### config.mk
export PLATFORM = sky130hd
export DESIGN_NAME = clk_ratio_monitor
export DESIGN_NICKNAME = d
export VERILOG_FILES = /design/src/rtl/clk_mon_pkg.sv /design/src/rtl/edge_detect.sv /design/src/rtl/clk_ratio_monitor.sv
export SDC_FILE = /design/constraint.sdc
export NUM_CORES = 1
export LEC_CHECK = 0
export ABC_AREA = 1
export ABC_CLOCK_PERIOD_IN_PS = 2600
export CORE_MARGIN = 4
export CORE_UTILIZATION = 59
export CTS_CLUSTER_DIAMETER = 150
export DETAILED_ROUTE_END_ITERATION = 10
export PLACE_DENSITY = 0.9
export SLEW_MARGIN = 20
export SYNTH_ARGS = -nofsm -noshare
export SYNTH_HDL_FRONTEND = slang
export SYNTH_SLANG_ARGS = --single-unit
### constraint.sdc
create_clock -name i_ref_clk -period 2.6 [get_ports i_ref_clk]
set_input_delay 0.52 -clock i_ref_clk [delete_from_list [all_inputs] [get_ports i_ref_clk]]
set_output_delay 0.52 -clock i_ref_clk [all_outputs]
set_load 0.01 [all_outputs]
### src/rtl/clk_mon_pkg.sv
// Shared types and defaults for the divided-clock ratio monitor.
// Imported by edge_detect and clk_ratio_monitor.
package clk_mon_pkg;

    typedef enum logic [1:0] {
        IDLE,
        SYNC,
        HIGH,
        LOW
    } mon_state_t;

    localparam int DEF_RATIO_WIDTH = 8;
    localparam int DEF_TIMEOUT     = 2 ** (DEF_RATIO_WIDTH + 1);

endpackage

### src/rtl/edge_detect.sv
// Two-flop sampler of a reference-synchronous clock with rise/fall pulses.
// No synchroniser: the observed signal is generated in the sampling domain.
module edge_detect
    import clk_mon_pkg::*;
(
    input  logic clk,
    input  logic rst,
    input  logic sig,
    output logic rise,
    output logic fall
);

    logic div_q;
    logic div_qq;

    always_ff @(posedge clk) begin
        if (!rst) begin
            div_q  <= 1'b0;
            div_qq <= 1'b0;
        end else begin
            div_q  <= sig;
            div_qq <= div_q;
        end
    end

    assign rise = div_q & ~div_qq;
    assign fall = ~div_q & div_qq;

endmodule

### src/rtl/clk_ratio_monitor.sv
// Recovers period, high and low time of a divided clock in reference cycles
// and flags ratio mismatch, duty error and loss of clock.
module clk_ratio_monitor
    import clk_mon_pkg::*;
#(
    parameter int ratio_width = DEF_RATIO_WIDTH,
    parameter int TIMEOUT     = 2 ** (ratio_width + 1)
) (
    input  logic                   i_ref_clk,
    input  logic                   i_rst,
    input  logic                   i_mon_en,
    input  logic                   i_div_clk,
    input  logic [ratio_width-1:0] i_exp_ratio,
    output logic [ratio_width-1:0] o_meas_ratio,
    output logic [ratio_width-1:0] o_high_cnt,
    output logic [ratio_width-1:0] o_low_cnt,
    output logic                   o_valid,
    output logic                   o_mismatch,
    output logic                   o_duty_err,
    output logic                   o_timeout
);

    localparam int CW = ratio_width + 1;
    localparam int IW = $clog2(TIMEOUT + 1);
    localparam logic [IW-1:0] TLAST = IW'(TIMEOUT - 1);

    mon_state_t state, state_nxt;
    logic [CW-1:0] per_cnt, high_cnt, low_cnt;
    logic [CW-1:0] per_nxt, high_nxt, low_nxt;
    logic [IW-1:0] idle_cnt, idle_nxt;
    logic rise, fall, pub, tmo_fire, tmo_clr;
    logic ovf, mis, duty;
    logic [CW-1:0] diff;

    logic st_valid, st_mis, st_duty;
    logic [ratio_width-1:0] st_meas, st_high, st_low;

    function automatic logic [CW-1:0] sat_inc(input logic [CW-1:0] x);
        return (x == '1) ? x : x + 1'b1;
    endfunction

    edge_detect u_edge (
        .clk  (i_ref_clk),
        .rst  (i_rst),
        .sig  (i_div_clk),
        .rise (rise),
        .fall (fall)
    );

    always_comb begin
        state_nxt = state;
        per_nxt   = per_cnt;
        high_nxt  = high_cnt;
        low_nxt   = low_cnt;
        idle_nxt  = idle_cnt;
        pub       = 1'b0;
        tmo_fire  = 1'b0;
        tmo_clr   = 1'b0;
        if (!i_mon_en) begin
            state_nxt = IDLE;
            per_nxt   = '0;
            high_nxt  = '0;
            low_nxt   = '0;
            idle_nxt  = '0;
        end else begin
            unique case (state)
                IDLE: begin
                    state_nxt = SYNC;
                    per_nxt   = '0;
                    high_nxt  = '0;
                    low_nxt   = '0;
                    idle_nxt  = '0;
                end
                SYNC: begin
                    if (rise) begin
                        state_nxt = HIGH;
                        per_nxt   = CW'(1);
                        high_nxt  = CW'(1);
                        low_nxt   = '0;
                    end
                end
                HIGH: begin
                    per_nxt = sat_inc(per_cnt);
                    if (fall) begin
                        state_nxt = LOW;
                        low_nxt   = CW'(1);
                    end else begin
                        high_nxt = sat_inc(high_cnt);
                    end
                end
                LOW: begin
                    if (rise) begin
                        pub       = 1'b1;
                        state_nxt = HIGH;
                        per_nxt   = CW'(1);
                        high_nxt  = CW'(1);
                        low_nxt   = '0;
                    end else begin
                        per_nxt = sat_inc(per_cnt);
                        low_nxt = sat_inc(low_cnt);
                    end
                end
            endcase
            // rise beats an expiring idle counter
            if (state != IDLE) begin
                if (rise || fall) begin
                    idle_nxt = '0;
                    tmo_clr  = rise;
                end else if (idle_cnt == TLAST) begin
                    tmo_fire  = 1'b1;
                    idle_nxt  = '0;
                    state_nxt = SYNC;
                    per_nxt   = '0;
                    high_nxt  = '0;
                    low_nxt   = '0;
                end else begin
                    idle_nxt = idle_cnt + 1'b1;
                end
            end
        end
    end

    assign ovf  = per_cnt[CW-1] | high_cnt[CW-1] | low_cnt[CW-1];
    assign mis  = (i_exp_ratio >= ratio_width'(2)) &&
                  (ovf || (per_cnt != {1'b0, i_exp_ratio}));
    assign diff = (high_cnt > low_cnt) ? high_cnt - low_cnt
                                       : low_cnt - high_cnt;
    assign duty = diff > CW'(1);

    always_ff @(posedge i_ref_clk) begin
        if (!i_rst) begin
            state        <= IDLE;
            per_cnt      <= '0;
            high_cnt     <= '0;
            low_cnt      <= '0;
            idle_cnt     <= '0;
            st_valid     <= 1'b0;
            st_mis       <= 1'b0;
            st_duty      <= 1'b0;
            st_meas      <= '0;
            st_high      <= '0;
            st_low       <= '0;
            o_valid      <= 1'b0;
            o_mismatch   <= 1'b0;
            o_duty_err   <= 1'b0;
            o_timeout    <= 1'b0;
            o_meas_ratio <= '0;
            o_high_cnt   <= '0;
            o_low_cnt    <= '0;
        end else begin
            state    <= state_nxt;
            per_cnt  <= per_nxt;
            high_cnt <= high_nxt;
            low_cnt  <= low_nxt;
            idle_cnt <= idle_nxt;
            if (!i_mon_en) begin
                st_valid <= 1'b0;
                o_valid  <= 1'b0;
            end else begin
                // snapshot stage frees the counters to restart immediately
                st_valid <= pub;
                if (pub) begin
                    st_meas <= per_cnt[ratio_width-1:0];
                    st_high <= high_cnt[ratio_width-1:0];
                    st_low  <= low_cnt[ratio_width-1:0];
                    st_mis  <= mis;
                    st_duty <= duty;
                end
                o_valid <= st_valid;
                if (st_valid) begin
                    o_meas_ratio <= st_meas;
                    o_high_cnt   <= st_high;
                    o_low_cnt    <= st_low;
                    o_mismatch   <= st_mis;
                    o_duty_err   <= st_duty;
                end
                if (tmo_fire) begin
                    o_timeout    <= 1'b1;
                    o_meas_ratio <= '0;
                    o_high_cnt   <= '0;
                    o_low_cnt    <= '0;
                end else if (tmo_clr) begin
                    o_timeout <= 1'b0;
                end
            end
        end
    end

endmodule

==> flow_summary.yaml, run 1 <==
run_status:
  status: "finished, final reports clean"
layout:
  fin_util: 0.681
  nNetsFinal: 844
  final_common_cell: "nand2_1"
  final_area_sq_um: 5940
  layout_common_cells: "189 x nand2_1, 119 x inv_1, 96 x dfxtp_1"
  drive_gt1_frac: 0.0543
  finalNonFillerCells: 919
  diodes: 0
  syn2layout_area_growth_pct: 12.6
place:
  dp_cells: 903
  place_area_sq_um: 5730
  pre_cts_slack_ns: 0.214
  gp_congestion: 0.928
  port_buffers: 39
  hpwl_mm: 9.44
timing:
  report.final.slew_viol_count: 0
  worstMarginPinSlew_ns: 0.503
  finalSetupViolations: 0
  setup_slack_ns: 0.337
  finalSetupTns_ns: 0
  hold_viol: 0
  finalCriticalPeriod_ns: 2.26
  grt_setup_unrepaired: "no"
  finalCritPeriodShare: 0.870
  skew_ns: 0.0185
  clock.fmax_mhz: 442
  slew_headroom: 0.662
  hold_ws_ns: 0.452
detailed_routing:
  wl_per_cell_um: 13.7
  drtPass1Iterations: 9
  dr_total_vias: 5009
  drc: 0
  drt_wl_total_mm: 12.6
  antenna_left: 0
  avgViaCountPerCell: 5.45
  drt-initial-drc-count: 458
logic_synthesis:
  synth_cell_types: 39
  synth_top_flop_cell: "dfxtp_1"
  synth_edf_count: 0
  synth_area_per_cell_sq_um: 6.84
  synthAdderAreaFrac: 0.0645
  synth_top_family_by_area: "simple AND/OR/NAND/NOR gates"
  ys_ff_latch: 96
  yosys_warnings: 0
  synth-simple-area-share: 0.271
  syn_nets: 809
  seq_area_frac_synth: 0.364
  netlist_area_sq_um: 5270
  synthCells: 771
  async_flop_share: 0
  synth_xor_area_frac: 0.0332
  synth_compound_area_frac: 0.155
  muxShareOfSynthArea: 0
critical_path:
  critPathMaxFanout: 7
  cp-end-kind: "flip-flop"
  crit_path_max_incr_delay_ns: 0.53
  start_kind: "flip-flop"
  crit_required_ns: 2.89
  path_class: "flip-flop to flip-flop"
  cpMaxStageDelayCell: "dfxtp_1"
  crit_chain: "inv_1 > ha_1 > fa_1 > inv_1 > nand3_1 > nand2_1 > nand2_1 > nand3_1 > nand2_1 > nor2_1 > nand2_1 > nand2_1 > nand3_1 > nand2_1 > inv_1"
  cp_common_cell: "nand2_1"
  crit_arrival_ns: 2.55
cts:
  postCtsSetupRepairBufs: 0
  clock_latency_ns: 0.38
  ctsHoldBuffers: 0
  cts_max_level: 3
  cts_root_buffer: "clkbuf_8"
  post_cts_resize_count: 0
  cts.sinks: 96
  cts.path.max_buffers: 2
  cts.clk_slew.worst_paths_ns: 0.11
  cts_tree: "built"
  cts_made_buffers: 9
global_route:
  grt_antenna_before_repair: 0
  gr-total-overflow: 0
  grt_pass1_vias: 4681
  grt_pass1_wl_mm: 20.8
  grt_max_degree: 39
  grt.total_usage: 0.246
floorplanning:
  ioPinCount: 40
  initial_core_util: 0.605
  dieArea_sq_um: 10500
  die-width_um: 103
  rows: 34
  core-area_sq_um: 8720
  die_h_um: 103
power_and_ir_drop:
  clkPwrFrac: 0.395
  p_per_area_nw_per_um2: 437
  ir_worst_vdd_uv: 314
  p_seq_frac: 0.570
  power_mw: 2.59
  pwr-share-comb: 0.035
  p_sw_frac: 0.242
  power.leakage_nw: 2.67
  netSwitchingPower_uw: 627
  p_int_mw: 1.96
job:
  drv_cap: 0
worst_hold_path:
  worstHoldPathType: "flip-flop to flip-flop"
==> cell usage after synthesis, types with 4 or more instances <==
cell type | n | area [sq um]
nor3_1 | 5 | 25.0
nand2_2 | 4 | 25.0
inv_1 | 119 | 447
o211ai_1 | 5 | 37.5
ha_1 | 24 | 300
a22oi_1 | 6 | 45.0
a21oi_1 | 85 | 425
xor2_1 | 20 | 175
nand2_1 | 189 | 709
buf_6 | 4 | 45.0
o21ai_0 | 49 | 245
dfxtp_1 | 96 | 1920
nor2_2 | 4 | 25.0
buf_2 | 6 | 30.0
clkbuf_1 | 13 | 48.8
nand3_1 | 48 | 240
nor2_1 | 56 | 210
==> per-layer routing <==
metal	track usage	up-vias	share of wire
li1	-	2519	-
met1	0.327	2314	0.44
met2	0.410	147	0.49
met3	0.0345	29	0.051
met4	0.0878	0	0.021
met5	0	-	0
==> power by group through the flow <==
| stage | Sequential [mW] | Clock (mW) | Combinational [mW] |
|---|---|---|---|
| global route | 1.48 | 1.07 | 0.101 |
| global placement | 1.51 | 0 | 0.0876 |
| floorplan | 1.51 | 0 | 0.0553 |
| CTS | 1.48 | 1.03 | 0.0905 |
| finish | 1.48 | 1.02 | 0.0915 |
| detailed placement | 1.51 | 0 | 0.0897 |
==> worst max-delay path: cells and delay by family, from the launching register on <==
| family | cells | cell delay, ns |
|---|---|---|
| adder cells (fa/ha/maj) | 2 | 0.64 |
| buffers and inverters | 3 | 0.26 |
| flip-flops | 1 | 0.53 |
| AND/OR/NAND/NOR | 10 | 0.75 |
==> worst paths after layout <==
path,start,end,slack [ns],depth (start not counted)
worst max-delay path,low_cnt[0],st_duty,0.34,15
worst min-delay path,st_meas[1],st_meas[1],0.45,2
worst max register to register,low_cnt[0],st_duty,0.34,15
worst min register to register,st_meas[1],st_meas[1],0.45,2
==> layout make-up <==
| cell class | instances | area (sq um) |
|---|---|---|
| Clock inverter | 6 | 75.1 |
| Multi-Input combinational cell | 528 | 2760 |
| Inverter | 124 | 465 |
| Sequential cell | 96 | 1920 |
| Fill cell | 693 | 2780 |
| Tap cell | 108 | 135 |
| Timing Repair Buffer | 47 | 450 |
| Clock buffer | 10 | 128 |
==> cell families after synthesis <==
family          Yosys count
simple gates            328
fa+ha+maj                26
buf+inv                 147
xor+xnor                 20
compound gates          154
flops                    96
==> state kept, by name, summed over array words and instances (netlist names), 2 cells and up <==
signal,flops
o_low_cnt,8
st_high,8
state,2
st_low,8
st_meas,8
per_cnt,9
idle_cnt,10
o_meas_ratio,8
low_cnt,9
high_cnt,9
o_high_cnt,8
Power figures use the tool's default switching activity.
==> inputs of run 2 (changes only) <==
--- a/config.mk
+++ b/config.mk
@@ -7,7 +7,7 @@
 export LEC_CHECK = 0
 export ABC_AREA = 1
 export ABC_CLOCK_PERIOD_IN_PS = 2600
-export CORE_MARGIN = 4
+export CORE_MARGIN = 10
 export CORE_UTILIZATION = 59
 export CTS_CLUSTER_DIAMETER = 150
 export DETAILED_ROUTE_END_ITERATION = 10
@@ -15,4 +15,5 @@
 export SLEW_MARGIN = 20
 export SYNTH_ARGS = -nofsm -noshare
 export SYNTH_HDL_FRONTEND = slang
+export SYNTH_HIERARCHICAL = 1
 export SYNTH_SLANG_ARGS = --single-unit
==> flow_summary.yaml, run 2 <==
logic_synthesis:
  synth_common_cells: "208 x nand2_1, 109 x inv_1, 96 x dfxtp_1, 81 x a21oi_1, 60 x nor2_1"
  synth_most_common_cell: "nand2_1"
  synth_edf_count: 0
  synth_cell_types: 42
  synth_xor_area_frac: 0.0346
  synthCells: 779
  yosysTopAreaCell: "dfxtp_1"
  synth_area_leaders: "dfxtp_1 36%, nand2_1 15%, inv_1 7.7%, a21oi_1 7.6%, ha_1 4.9%"
  async_flop_share: 0
  yosys_warnings: 6
  synth_top_family_by_area: "simple AND/OR/NAND/NOR gates"
  synth-simple-area-share: 0.293
  ys_ff_latch: 96
  synth_top_area_share: 0.362
  muxShareOfSynthArea: 0
  synth_area_per_cell_sq_um: 6.82
  synth_top_flop_cell: "dfxtp_1"
  syn_nets: 814
  netlist_area_sq_um: 5310
  synth_compound_area_frac: 0.145
  synthAdderAreaFrac: 0.0570
  seq_area_frac_synth: 0.362
layout:
  syn2layout_area_growth_pct: 12.7
  final_common_cell: "nand2_1"
  finalNonFillerCells: 927
  largest-register: "idle_cnt"
  final_area_sq_um: 5990
  multi_input_area_sq_um: 2820
  layout_common_cells: "208 x nand2_1, 109 x inv_1, 96 x dfxtp_1"
  nNetsFinal: 849
  drive_gt1_frac: 0.0708
  diodes: 0
  largest_reg_flops: 10
  seq_area_sq_um: 1920
  nFillCells: 718
floorplanning:
  rows: 34
  dieArea_sq_um: 13200
  core-area_sq_um: 8760
  ioPinCount: 40
  die_h_um: 115
  initial_core_util: 0.606
  die-width_um: 115
timing:
  slew_headroom: 0.716
  report.final.slew_viol_count: 0
  finalSetupTns_ns: 0
  finalSetupViolations: 0
  clock.fmax_mhz: 442
  worstMarginPinSlew_ns: 0.426
  finalCriticalPeriod_ns: 2.26
  grt_setup_unrepaired: "no"
  finalCritPeriodShare: 0.870
  hold_viol: 0
  hold_ws_ns: 0.470
  skew_ns: 0.0131
detailed_routing:
  antenna_left: 0
  dr_total_vias: 5121
  wl_per_cell_um: 14.3
  drt-initial-drc-count: 425
  drtPass1Iterations: 6
  avgViaCountPerCell: 5.52
  drc: 0
  drt_wl_total_mm: 13.3
cts:
  cts.clk_slew.worst_paths_ns: 0.10
  cts_tree: "built"
  cts.path.max_buffers: 2
  postCtsSetupRepairBufs: 0
  cts_made_buffers: 9
  cts_root_buffer: "clkbuf_8"
  cts_max_level: 3
  post_cts_resize_count: 0
  ctsHoldBuffers: 0
  clock_latency_ns: 0.37
  cts.sinks: 96
global_route:
  grt_max_degree: 48
  grt_pass1_vias: 4874
  gr-total-overflow: 0
  grt.total_usage: 0.202
  grt_antenna_before_repair: 0
  grt_pass1_wl_mm: 22.6
job:
  drv_cap: 0
critical_path:
  crit_arrival_ns: 2.54
  path_class: "flip-flop to flip-flop"
  critPathMaxFanout: 7
  start_kind: "flip-flop"
  cp-end-kind: "flip-flop"
  crit_required_ns: 2.87
power_and_ir_drop:
  p_seq_frac: 0.573
  netSwitchingPower_uw: 600
  power_mw: 2.58
  p_int_mw: 1.98
  ir_worst_vdd_uv: 333
  power.leakage_nw: 2.67
  pwr-share-comb: 0.036
  clkPwrFrac: 0.391
  p_per_area_nw_per_um2: 431
  p_sw_frac: 0.233
place:
  dp_cells: 911
  gp_congestion: 0.959
  hpwl_mm: 9.82
  port_buffers: 39
  place_area_sq_um: 5780
run_status:
  status: "finished, final reports clean"
worst_hold_path:
  worstHoldPathType: "flip-flop to flip-flop"
[run 2: cell count changes in the layout (fill, tap and decap cells not counted), sizes merged, moves of 3 or more]
cell	previous run	this run
a21oi	86	82
ha	24	21
inv	124	118
nand2	194	215
nand3	50	43
nand3b	3	0
nand4	4	7
nor2	63	69
nor3	6	9
o21ai	52	47
[run 2: power groups by stage]
stage	Combinational, mW	Clock (mW)	Sequential, mW
floorplan	0.0576	0	1.51
global placement	0.0899	0	1.51
detailed placement	0.0918	0	1.51
CTS	0.0925	1.02	1.48
global route	0.103	1.07	1.48
finish	0.0930	1.01	1.48
[run 2: final timing paths]
check              startpoint         end  slack (ns)  cells after the start
hold reg to reg    st_meas[4]  st_meas[4]        0.47                      2
hold / removal     st_meas[4]  st_meas[4]        0.47                      2
setup / recovery  high_cnt[4]     st_duty        0.34                     13
setup reg to reg  high_cnt[4]     st_duty        0.34                     13
[run 2: worst max-delay path: stages, from the launching register on]
cell and delay [ns]:
dfxtp_1 0.44, inv_1 0.17, ha_1 0.48, nand2_1 0.15, nor2_1 0.19, nand3_1 0.10
nand3_1 0.09, nand2_1 0.11, nand2_1 0.08, nand2_1 0.04, nor2_1 0.13, nand3_1 0.09
nand2_1 0.06, inv_1 0.03
[run 2: layer usage]
metal	vias to the layer above	track usage	wire, um	share of wire
met4	0	0.0668	262	0.020
met5	-	0	0	0
li1	2542	-	-	-
met2	196	0.349	6450	0.48
met3	24	0.0354	948	0.071
met1	2359	0.248	5640	0.42
[run 2: layout make-up]
cell class / count / area share
sequential: 96 / 0.321
inverter: 119 / 0.0746
clock buffer: 10 / 0.0230
tap: 108 / 0.0226
clock inverter: 6 / 0.0111
multi-input combinational: 541 / 0.470
timing repair buffer: 47 / 0.0773
[run 2: logic make-up after synthesis]
group,after synthesis
AOI/OAI and AO/OA,145
DFF,96
xor gates and xnor gates,21
buffers and inverters,142
and+or+nand+nor,352
adders and majority gates,23
[run 2: metrics by stage]
| stage | util | worst slack [ns] |
|---|---|---|
| after CTS | 0.683 | 0.351 |
| after detailed placement | 0.660 | 0.263 |
| after global placement | 0.660 | 0.279 |
| after global routing | 0.683 | 0.0882 |
| final | 0.683 | 0.338 |
| after floorplan | - | 0.710 |
==> inputs of run 3 (changes only) <==
--- a/config.mk
+++ b/config.mk
@@ -12,7 +12,6 @@
 export CTS_CLUSTER_DIAMETER = 150
 export DETAILED_ROUTE_END_ITERATION = 10
 export PLACE_DENSITY = 0.9
-export SLEW_MARGIN = 20
 export SYNTH_ARGS = -nofsm -noshare
 export SYNTH_HDL_FRONTEND = slang
 export SYNTH_HIERARCHICAL = 1
==> results of run 3 <==
The final DEF is identical to that of run 2; final timing and power are the same.
